File: src/rtl/datamem_arbiter.sv
// datamem_arbiter: shares a single-port data memory between the CPU
// execute-stage load/store port and a DMA/debug requester. The CPU has
// priority; a saturating wait counter force-grants a DMA request after it
// has lost MAX_WAIT consecutive cycles, so the DMA port can never starve.
module datamem_arbiter #(
  parameter int ADDR_W   = 16,
  parameter int DATA_W   = 16,
  parameter int MAX_WAIT = 4
) (
  input  logic              clk,
  input  logic              reset,       // asynchronous, active-low
  input  logic [ADDR_W-1:0] cpu_addr,
  input  logic [DATA_W-1:0] cpu_wdata,
  input  logic              cpu_we,
  input  logic              cpu_re,
  output logic              cpu_stall,
  output logic [DATA_W-1:0] cpu_rdata,
  input  logic              dma_req,
  input  logic              dma_we,
  input  logic [ADDR_W-1:0] dma_addr,
  input  logic [DATA_W-1:0] dma_wdata,
  output logic              dma_gnt,
  output logic              dma_rvalid,
  output logic [DATA_W-1:0] dma_rdata,
  output logic [ADDR_W-1:0] mem_addr,
  output logic [DATA_W-1:0] mem_wdata,
  output logic              mem_we,
  output logic              mem_re,
  input  logic [DATA_W-1:0] mem_rdata
);

  localparam int CNT_W = (MAX_WAIT > 0) ? $clog2(MAX_WAIT + 1) : 1;
  localparam logic [CNT_W-1:0] MAX_CNT = CNT_W'(MAX_WAIT);

  // Which requester owns the read data returning from memory this cycle.
  typedef struct packed {
    logic cpu;
    logic dma;
  } rd_owner_t;

  logic [CNT_W-1:0]  wait_cnt_q, wait_cnt_d;
  rd_owner_t         rd_owner_q, rd_owner_d;
  logic [ADDR_W-1:0] last_addr_q;
  logic [DATA_W-1:0] last_wdata_q;

  logic cpu_act;
  logic force_grant;
  logic dma_win;
  logic cpu_win;

  // Grant decision; reset gates both winners so every output drops at once.
  always_comb begin
    cpu_act     = cpu_we | cpu_re;
    force_grant = dma_req && (wait_cnt_q == MAX_CNT);
    dma_win     = reset && dma_req && (!cpu_act || force_grant);
    cpu_win     = reset && cpu_act && !dma_win;
  end

  // Memory-side mux and requester handshakes driven by the winner.
  always_comb begin
    // NOTE: every output gets a default first so no path leaves it unassigned,
    // which would otherwise infer a latch.
    mem_addr  = last_addr_q;
    mem_wdata = last_wdata_q;
    mem_we    = 1'b0;
    mem_re    = 1'b0;
    cpu_stall = 1'b0;
    dma_gnt   = 1'b0;
    if (!reset) begin
      mem_addr  = '0;
      mem_wdata = '0;
    end else if (dma_win) begin
      mem_addr  = dma_addr;
      mem_wdata = dma_wdata;
      mem_we    = dma_we;
      mem_re    = ~dma_we;
      dma_gnt   = 1'b1;
      cpu_stall = cpu_act;
    end else if (cpu_win) begin
      mem_addr  = cpu_addr;
      mem_wdata = cpu_wdata;
      mem_we    = cpu_we;
      mem_re    = cpu_re & ~cpu_we;   // simultaneous we/re is a write
    end
  end

  // Next state for the starvation counter and the read-data owner.
  always_comb begin
    wait_cnt_d = wait_cnt_q;
    if (!dma_req || dma_win) begin
      wait_cnt_d = '0;
    end else if (cpu_win && (wait_cnt_q != MAX_CNT)) begin
      wait_cnt_d = wait_cnt_q + 1'b1;
    end
    rd_owner_d.cpu = cpu_win & ~cpu_we;
    rd_owner_d.dma = dma_win & ~dma_we;
  end

  // State registers; the last driven address/data are held while idle.
  always_ff @(posedge clk or negedge reset) begin
    if (!reset) begin
      wait_cnt_q   <= '0;
      rd_owner_q   <= '0;
      last_addr_q  <= '0;
      last_wdata_q <= '0;
    end else begin
      // NOTE: sequential state uses non-blocking assignments so every
      // register samples pre-edge values regardless of statement order.
      wait_cnt_q <= wait_cnt_d;
      rd_owner_q <= rd_owner_d;
      if (dma_win || cpu_win) begin
        last_addr_q  <= mem_addr;
        last_wdata_q <= mem_wdata;
      end
    end
  end

  // Read data routed to whichever requester issued the read last cycle.
  always_comb begin
    dma_rvalid = rd_owner_q.dma;
    dma_rdata  = rd_owner_q.dma ? mem_rdata : '0;
    cpu_rdata  = rd_owner_q.cpu ? mem_rdata : '0;
  end

endmodule

File: config.mk
export PLATFORM = sky130hd
export DESIGN_NAME = datamem_arbiter
export DESIGN_NICKNAME = d
export VERILOG_FILES = /design/src/rtl/datamem_arbiter.sv
export SDC_FILE = /design/constraint.sdc
export NUM_CORES = 1
export LEC_CHECK = 0
export ABC_AREA = 0
export BUFFER_PORTS_ARGS = -buffer_cell sky130_fd_sc_hd__clkbuf_2
export CAP_MARGIN = 20
export CORE_MARGIN = 8
export CORE_UTILIZATION = 45
export CTS_CLUSTER_DIAMETER = 120
export DETAILED_ROUTE_END_ITERATION = 6
export PLACE_DENSITY = 0.83
export SLEW_MARGIN = 20
export SYNTH_ARGS = -nofsm -noshare
export SYNTH_HDL_FRONTEND = slang
export SYNTH_SLANG_ARGS = --single-unit
File: constraint.sdc
create_clock -name clk -period 4.4 [get_ports clk]
set_input_delay 0.88 -clock clk [delete_from_list [all_inputs] [get_ports clk]]
set_output_delay 0.88 -clock clk [all_outputs]
set_load 0.005 [all_outputs]
==> impl_results.md, run 1 <==
- Worst Reg-to-Reg Cells: 6
- Final worst path period share: 0.759
- RSZ-0062 raised after global routing: false
- CTS root buffer: clkbuf_8
- Outcome: complete, no violations
- Crit Path Max Fanout: 32
- Setup slack after layout: between 1 and 1.5 ns
- I/O pin cnt: 155
- P&R area growth vs syn: 35.5%
- Detail Route Antenna Nets: 0
- PD cells: around 240 mW/mm^2
- GRT overflow: 0
- Initial DRC count: about 160
- Fin. max-slew vios: 0
- Endpoints failing hold: 0
- CTS H-tree depth: 2
- Leakage: around 0.0019 uW
- Max-cap viol count: 0
- Crit path capture: mem_wdata[11]
- N_diodes: 0
- Port Buf Inserts: ~150
- Fmax: ~0.30 GHz
- Post-Syn Area: roughly 0.0026 sq mm
- Fin area: 0.00346 sq mm
- Worst-path clk slew: roughly 0.08 ns
- Post-layout util: 0.628
- Worst-Margin Slew: between 0.9 and 1 ns
- Post-Syn Nets: between 300 and 400
- Setup Skew: around 0.01 ns
- Final-report setup violation count: 0
- DRC errors left: 0
- Crit path arrival time: approximately 2.5 ns
- WHS: 0.518 ns
- Setup Crit Path Kind: input port to output pin
- First-pass GRT wire length: 13.3 mm
- DR pass1 iterations: 4
- Tmin final: 3.34 ns
- Vias: 2,666
- Final #Nets: 517
- Antenna violations before repair: 0
- Yosys reg bits: 37
- Vias/cell: ~5.3
- Largest net degree at the start of global routing: 41
- Critical Path End Type: output pin
- Reg2reg start: wait_cnt_q[0]$_DFFE_PN0P_
- Routed Wire Length: 8.08 mm
- Post-DR wirelength/cell: ~16 um
- Placed inst area: between 0.003 and 0.004 sq mm
- Initial Util: 0.464
- Setup crit start kind: input port
- Internal reg-to-reg setup slack: roughly 2.4 ns
- CTS max path bufs: 2
- Die width: roughly 91 um
- Pre-CTS WS: ~1.0 ns
- Peak supply drop: 138 uV
- PostCTS Resize Cnt: 0
- Area of the die: roughly 0.0083 sq mm
- Syn avg cell area: about 9.0 sq um
- Clk Latency, worst-skew pair: about 0.3 ns
- Critical Path Source: cpu_we
- Row count: 27
- CTS tree: done
- DP HPWL: 6.35 mm
- Yosys warns: 0
- Setup tns final: 0 ns
- Gpl congestion: just over 0.8
- Post-synthesis sequential area ratio: 0.363
- GRT Total Usage: 0.193
- FF-to-FF End: last_wdata_q[4]$_DFFE_PN0P_
- Mapped Cells: approximately 280
- Cts hold-fix bufs: 0
- Synth cell types: 25
- Post-CTS Setup Bufs: 0
- Num CTS Buffers: 5
- Vias in the first global route: between 2,000 and 3,000
- Die Ht: roughly 90 um
- Clock Sinks: 37
- Hold Crit Class: input port to asynchronous set/reset pin
- Core area: roughly 0.0055 sq mm
- Critical path required time: 3.52 ns
- Layout cell share with drive strength beyond 1: 0.400
- Relative slew slack: 0.343
[flip-flops by register name, indices dropped and copies added (netlist names)]
signal,flops
last_addr_q,16
rd_owner_q,1
wait_cnt_q,3
dma_rvalid,1
last_wdata_q,16
[cells in the mapped netlist]
| library cell | n | area [sq um] |
|---|---|---|
| a21oi_1 | 4 | 20.0 |
| a2bb2oi_1 | 1 | 8.76 |
| a31o_2 | 1 | 8.76 |
| and2_1 | 65 | 407 |
| and3_1 | 33 | 206 |
| buf_2 | 4 | 20.0 |
| buf_4 | 3 | 22.5 |
| clkbuf_1 | 15 | 56.3 |
| dfrtp_1 | 37 | 926 |
| ha_1 | 2 | 25.0 |
| inv_1 | 4 | 15.0 |
| nand2_1 | 3 | 11.3 |
| nand2b_1 | 1 | 6.26 |
| nand3_1 | 3 | 15.0 |
| nand3b_1 | 1 | 7.51 |
| nor2_1 | 1 | 3.75 |
| nor3_1 | 3 | 15.0 |
| nor3b_1 | 32 | 240 |
| o21a_1 | 2 | 15.0 |
| o21ai_0 | 2 | 10.0 |
| o21ai_1 | 1 | 5.00 |
| o2bb2ai_2 | 1 | 15.0 |
| o31a_1 | 32 | 280 |
| o31ai_2 | 1 | 12.5 |
| or3_1 | 32 | 200 |
[critical path: stages]
cell	delay, ns
clkbuf_2	0.17
o31ai_4	0.88
and2_1	0.27
o31a_1	0.13
clkbuf_2	0.11
[power by group]
part / internal (uW) / switching (uW)
Combinational: 112 / 106
Sequential: 376 / 9.03
Clock: 109 / 126
Total: 598 / 241
[per-layer routing]
layer,part of all wire,GRT usage
met2,0.46,0.320
met1,0.44,0.231
met4,0.0087,0.0409
met5,0,0
met3,0.093,0.0757
[final cells by class]
| class | count | area [sq um] |
|---|---|---|
| Inverter | 4 | 15.0 |
| Timing Repair Buffer | 160 | 816 |
| Clock buffer | 5 | 68.8 |
| Sequential cell | 37 | 926 |
| Multi-Input combinational cell | 221 | 1530 |
| Fill cell | 494 | 2050 |
| Tap cell | 72 | 90.1 |
| Clock inverter | 3 | 17.5 |
[cell usage in the layout, fill, tap and decap left out]
master	n
buf_2	1
clkinvlp_4	1
buf_4	6
nand2_1	3
and2_1	65
o31a_1	32
nand2b_1	1
nand3b_1	1
nand3_1	3
nor3_1	3
o2bb2ai_2	1
clkinv_2	2
dfrtp_1	37
and3_1	33
clkbuf_8	5
a31o_2	1
inv_1	4
o21ai_2	1
o31ai_4	1
or3_1	32
nor2_1	1
o21ai_0	2
clkbuf_2	153
o21a_1	2
a21oi_1	4
a2bb2oi_1	1
ha_1	2
nor3b_1	32
[cell families after synthesis]
kind of cell,share of synthesized area
AOI/OAI and AO/OA,0.147
buffers and inverters,0.0446
and+or+nand+nor,0.436
adders and majority gates,0.00980
DFF,0.363
[worst min-delay path by stage]
stage / end
floorplan: wait_cnt_q[1]$_DFFE_PN0P_
detailed placement: last_addr_q[5]$_DFFE_PN0P_
global placement: wait_cnt_q[1]$_DFFE_PN0P_
CTS: last_wdata_q[14]$_DFFE_PN0P_
finish: last_addr_q[2]$_DFFE_PN0P_
global route: last_addr_q[2]$_DFFE_PN0P_
[stage by stage]
step           std cells  total power, uW
2_1_floorplan        284              507
5_1_grt              502              892
6_report             502              839
3_5_place_dp         494              611
4_1_cts              502              850
3_3_place_gp         494              606
(Power assumes the default switching activity.)
==> run 2: changes to the inputs <==
--- a/config.mk
+++ b/config.mk
@@ -9,10 +9,10 @@
 export BUFFER_PORTS_ARGS = -buffer_cell sky130_fd_sc_hd__clkbuf_2
 export CAP_MARGIN = 20
 export CORE_MARGIN = 8
-export CORE_UTILIZATION = 45
+export CORE_UTILIZATION = 44
 export CTS_CLUSTER_DIAMETER = 120
 export DETAILED_ROUTE_END_ITERATION = 6
-export PLACE_DENSITY = 0.83
+export PLACE_DENSITY = 0.81
 export SLEW_MARGIN = 20
 export SYNTH_ARGS = -nofsm -noshare
 export SYNTH_HDL_FRONTEND = slang
==> constraint.sdc (replaced) <==
create_clock -name clk -period 3.4 [get_ports clk]
set_input_delay 0.68 -clock clk [delete_from_list [all_inputs] [get_ports clk]]
set_output_delay 0.68 -clock clk [all_outputs]
set_load 0.005 [all_outputs]
==> run 2 against run 1 <==
Effect of this change:
- die area grew 1.9%
- count of clock-buffer cells in the layout grew 2
- largest cell class unchanged
- first-iteration DRC count shrank 22%
- global-route usage grew 0.66 points
- design area grew 0.83%
- hold slack lost 0.30 ns
- worst setup slack lost 0.61 ns
- sequential cell count is the same
- final cell count grew 0.60%
- clock power grew 43%
- register-to-register slack lost 1.0 ns
- clock skew shrank 0.0056 ns
==> impl_results.md, run 2 (synthesis gave the netlist of run 1 again) <==
- Outcome: complete, no violations
- Fin. max-slew vios: 0
- FF/Latch Area: around 930 sq um
- Hold Crit Class: input port to asynchronous set/reset pin
- Fin area: around 0.0035 sq mm
- Initial Util: 0.461
- Crit Path Max Fanout: 14
- Critical Path End Type: output pin
- Max incr delay on CP: approximately 0.45 ns
- Largest regs: last_addr_q x16, last_wdata_q x16, wait_cnt_q x3
- Routed Wire Length: about 8.4 mm
- Final #Nets: 520
- FF-to-FF End: last_addr_q[15]$_DFFE_PN0P_
- Cts hold-fix bufs: 0
- GRT overflow: 0
- Reg2reg start: wait_cnt_q[0]$_DFFE_PN0P_
- CTS H-tree depth: 2
- Most frequent cells in the layout: 154 x clkbuf_2, 65 x and2_1, 37 x dfrtp_1
- Initial DRC count: ~130
- Placed inst area: about 0.0034 sq mm
- Final-report setup violation count: 0
- Multi-input logic area: roughly 0.0015 sq mm
- Core area: between 0.005 and 0.006 sq mm
- Die width: between 90 and 100 um
- Final worst path period share: 0.868
- Vias/cell: 5.36
- Fmax: 0.339 GHz
- I/O pin cnt: 155
- Worst-Margin Slew: around 0.77 ns
- PD cells: approximately 320 mW/mm^2
- N_diodes: 0
- RSZ-0062 raised after global routing: false
- Area of the die: roughly 0.0085 sq mm
- Num CTS Buffers: 5
- Endpoints failing hold: 0
- Setup Crit Path Kind: flip-flop to output pin
- Internal reg-to-reg setup slack: approximately 1.3 ns
- Relative slew slack: 0.490
- DP HPWL: 6.61 mm
- Clock Sinks: 37
- Setup crit start kind: flip-flop
- Row count: 27
- Cell chain of the critical path: inv_1, ha_1, and3_1, buf_4, nor3b_1, o31a_1, clkbuf_2
- CTS max path bufs: 2
- Vias in the first global route: around 2,800
- Gpl congestion: between 0.8 and 0.9
- Layout cell share with drive strength beyond 1: 0.404
- Post-DR wirelength/cell: between 15 and 20 um
- Post-CTS Setup Bufs: 0
- Setup Skew: roughly 0.0047 ns
- Critical path required time: about 2.7 ns
- DR pass1 iterations: 4
- Largest net degree at the start of global routing: between 70 and 80
- Crit path arrival time: approximately 2.3 ns
- Max-cap viol count: 0
- Clk Latency, worst-skew pair: between 0.2 and 0.3 ns
- Placed Instances: between 400 and 500
- FILL cells: between 500 and 600
- CTS tree: done
- Leakage: between 0.0015 and 0.002 uW
- CTS root buffer: clkbuf_8
- Setup tns final: 0 ns
- Port Buf Inserts: roughly 150
- Vias: 2,705
- Detail Route Antenna Nets: 0
- Tmin final: 2.95 ns
- Slowest CP cell: and3_1
- PostCTS Resize Cnt: 0
- Commonest non-fill, non-tap cell in the layout: clkbuf_2
- Peak supply drop: ~200 uV
- Worst-path clk slew: approximately 0.07 ns
- Die Ht: around 92 um
- Buffers & Inverters on Critical Path: 3
- Finished Layout Cells: a little over 500
- Worst Reg-to-Reg Cells: 6
- First-pass GRT wire length: between 10 and 15 mm
- DRC errors left: 0
- Antenna violations before repair: 0
- Crit-path leading delay family: simple AND/OR/NAND/NOR gates
- GRT Total Usage: 0.200
- P&R area growth vs syn: 36.6%
==> run 2: through the flow <==
| stage | hold slack (ns) | util | total power [uW] | setup slack [ns] |
|---|---|---|---|---|
| 2_1_floorplan | 0.384 | - | 657 | 1.20 |
| 3_3_place_gp | 0.503 | 0.611 | 787 | 0.674 |
| 3_5_place_dp | 0.515 | 0.611 | 795 | 0.617 |
| 4_1_cts | 0.213 | 0.629 | 1130 | 0.466 |
| 5_1_grt | 0.203 | 0.629 | 1190 | 0.348 |
| 6_report | 0.222 | 0.629 | 1120 | 0.448 |
==> run 2: worst max path at each step <==
stage / to / slack [ns] / from / depth (start not counted)
after global placement: mem_we / 0.67 / reset / 5
after floorplan: mem_addr[0] / 1.20 / dma_req / 4
after global routing: mem_addr[15] / 0.35 / wait_cnt_q[0]$_DFFE_PN0P_ / 7
after detailed placement: mem_addr[15] / 0.62 / dma_req / 6
final: mem_addr[15] / 0.45 / wait_cnt_q[0]$_DFFE_PN0P_ / 7
after CTS: mem_addr[15] / 0.47 / wait_cnt_q[0]$_DFFE_PN0P_ / 7
==> run 2: layout make-up <==
cell class | count | share of cell area
multi-input cells | 221 | 0.435
flip-flops and latches | 37 | 0.266
repair buffers | 163 | 0.240
clock buffers | 7 | 0.0276
well taps | 72 | 0.0258
inverters | 4 | 0.00431
clock inverters | 1 | 0.00144
==> run 2: metal layers <==
metal | up-vias | part of all wire | global-route usage
met3 | 4 | 0.10 | 0.0709
met4 | 0 | 0.0051 | 0.0416
met1 | 1247 | 0.44 | 0.251
met2 | 137 | 0.45 | 0.321
li1 | 1317 | - | -
met5 | - | 0 | 0
==> run 2: worst reg2reg max path, delay by kind of cell (launching register included) <==
kind	cells	cell delay [ns]
adder cells (fa/ha/maj)	1	0.22
buffers and inverters	2	0.39
flip-flops	1	0.41
AND/OR/NAND/NOR	3	0.92
==> run 2: where the power goes <==
part	switching, uW	internal (uW)	leakage, uW
Sequential	12.7	487	0.000461
Clock	153	183	0.0000542
Combinational	139	147	0.00142
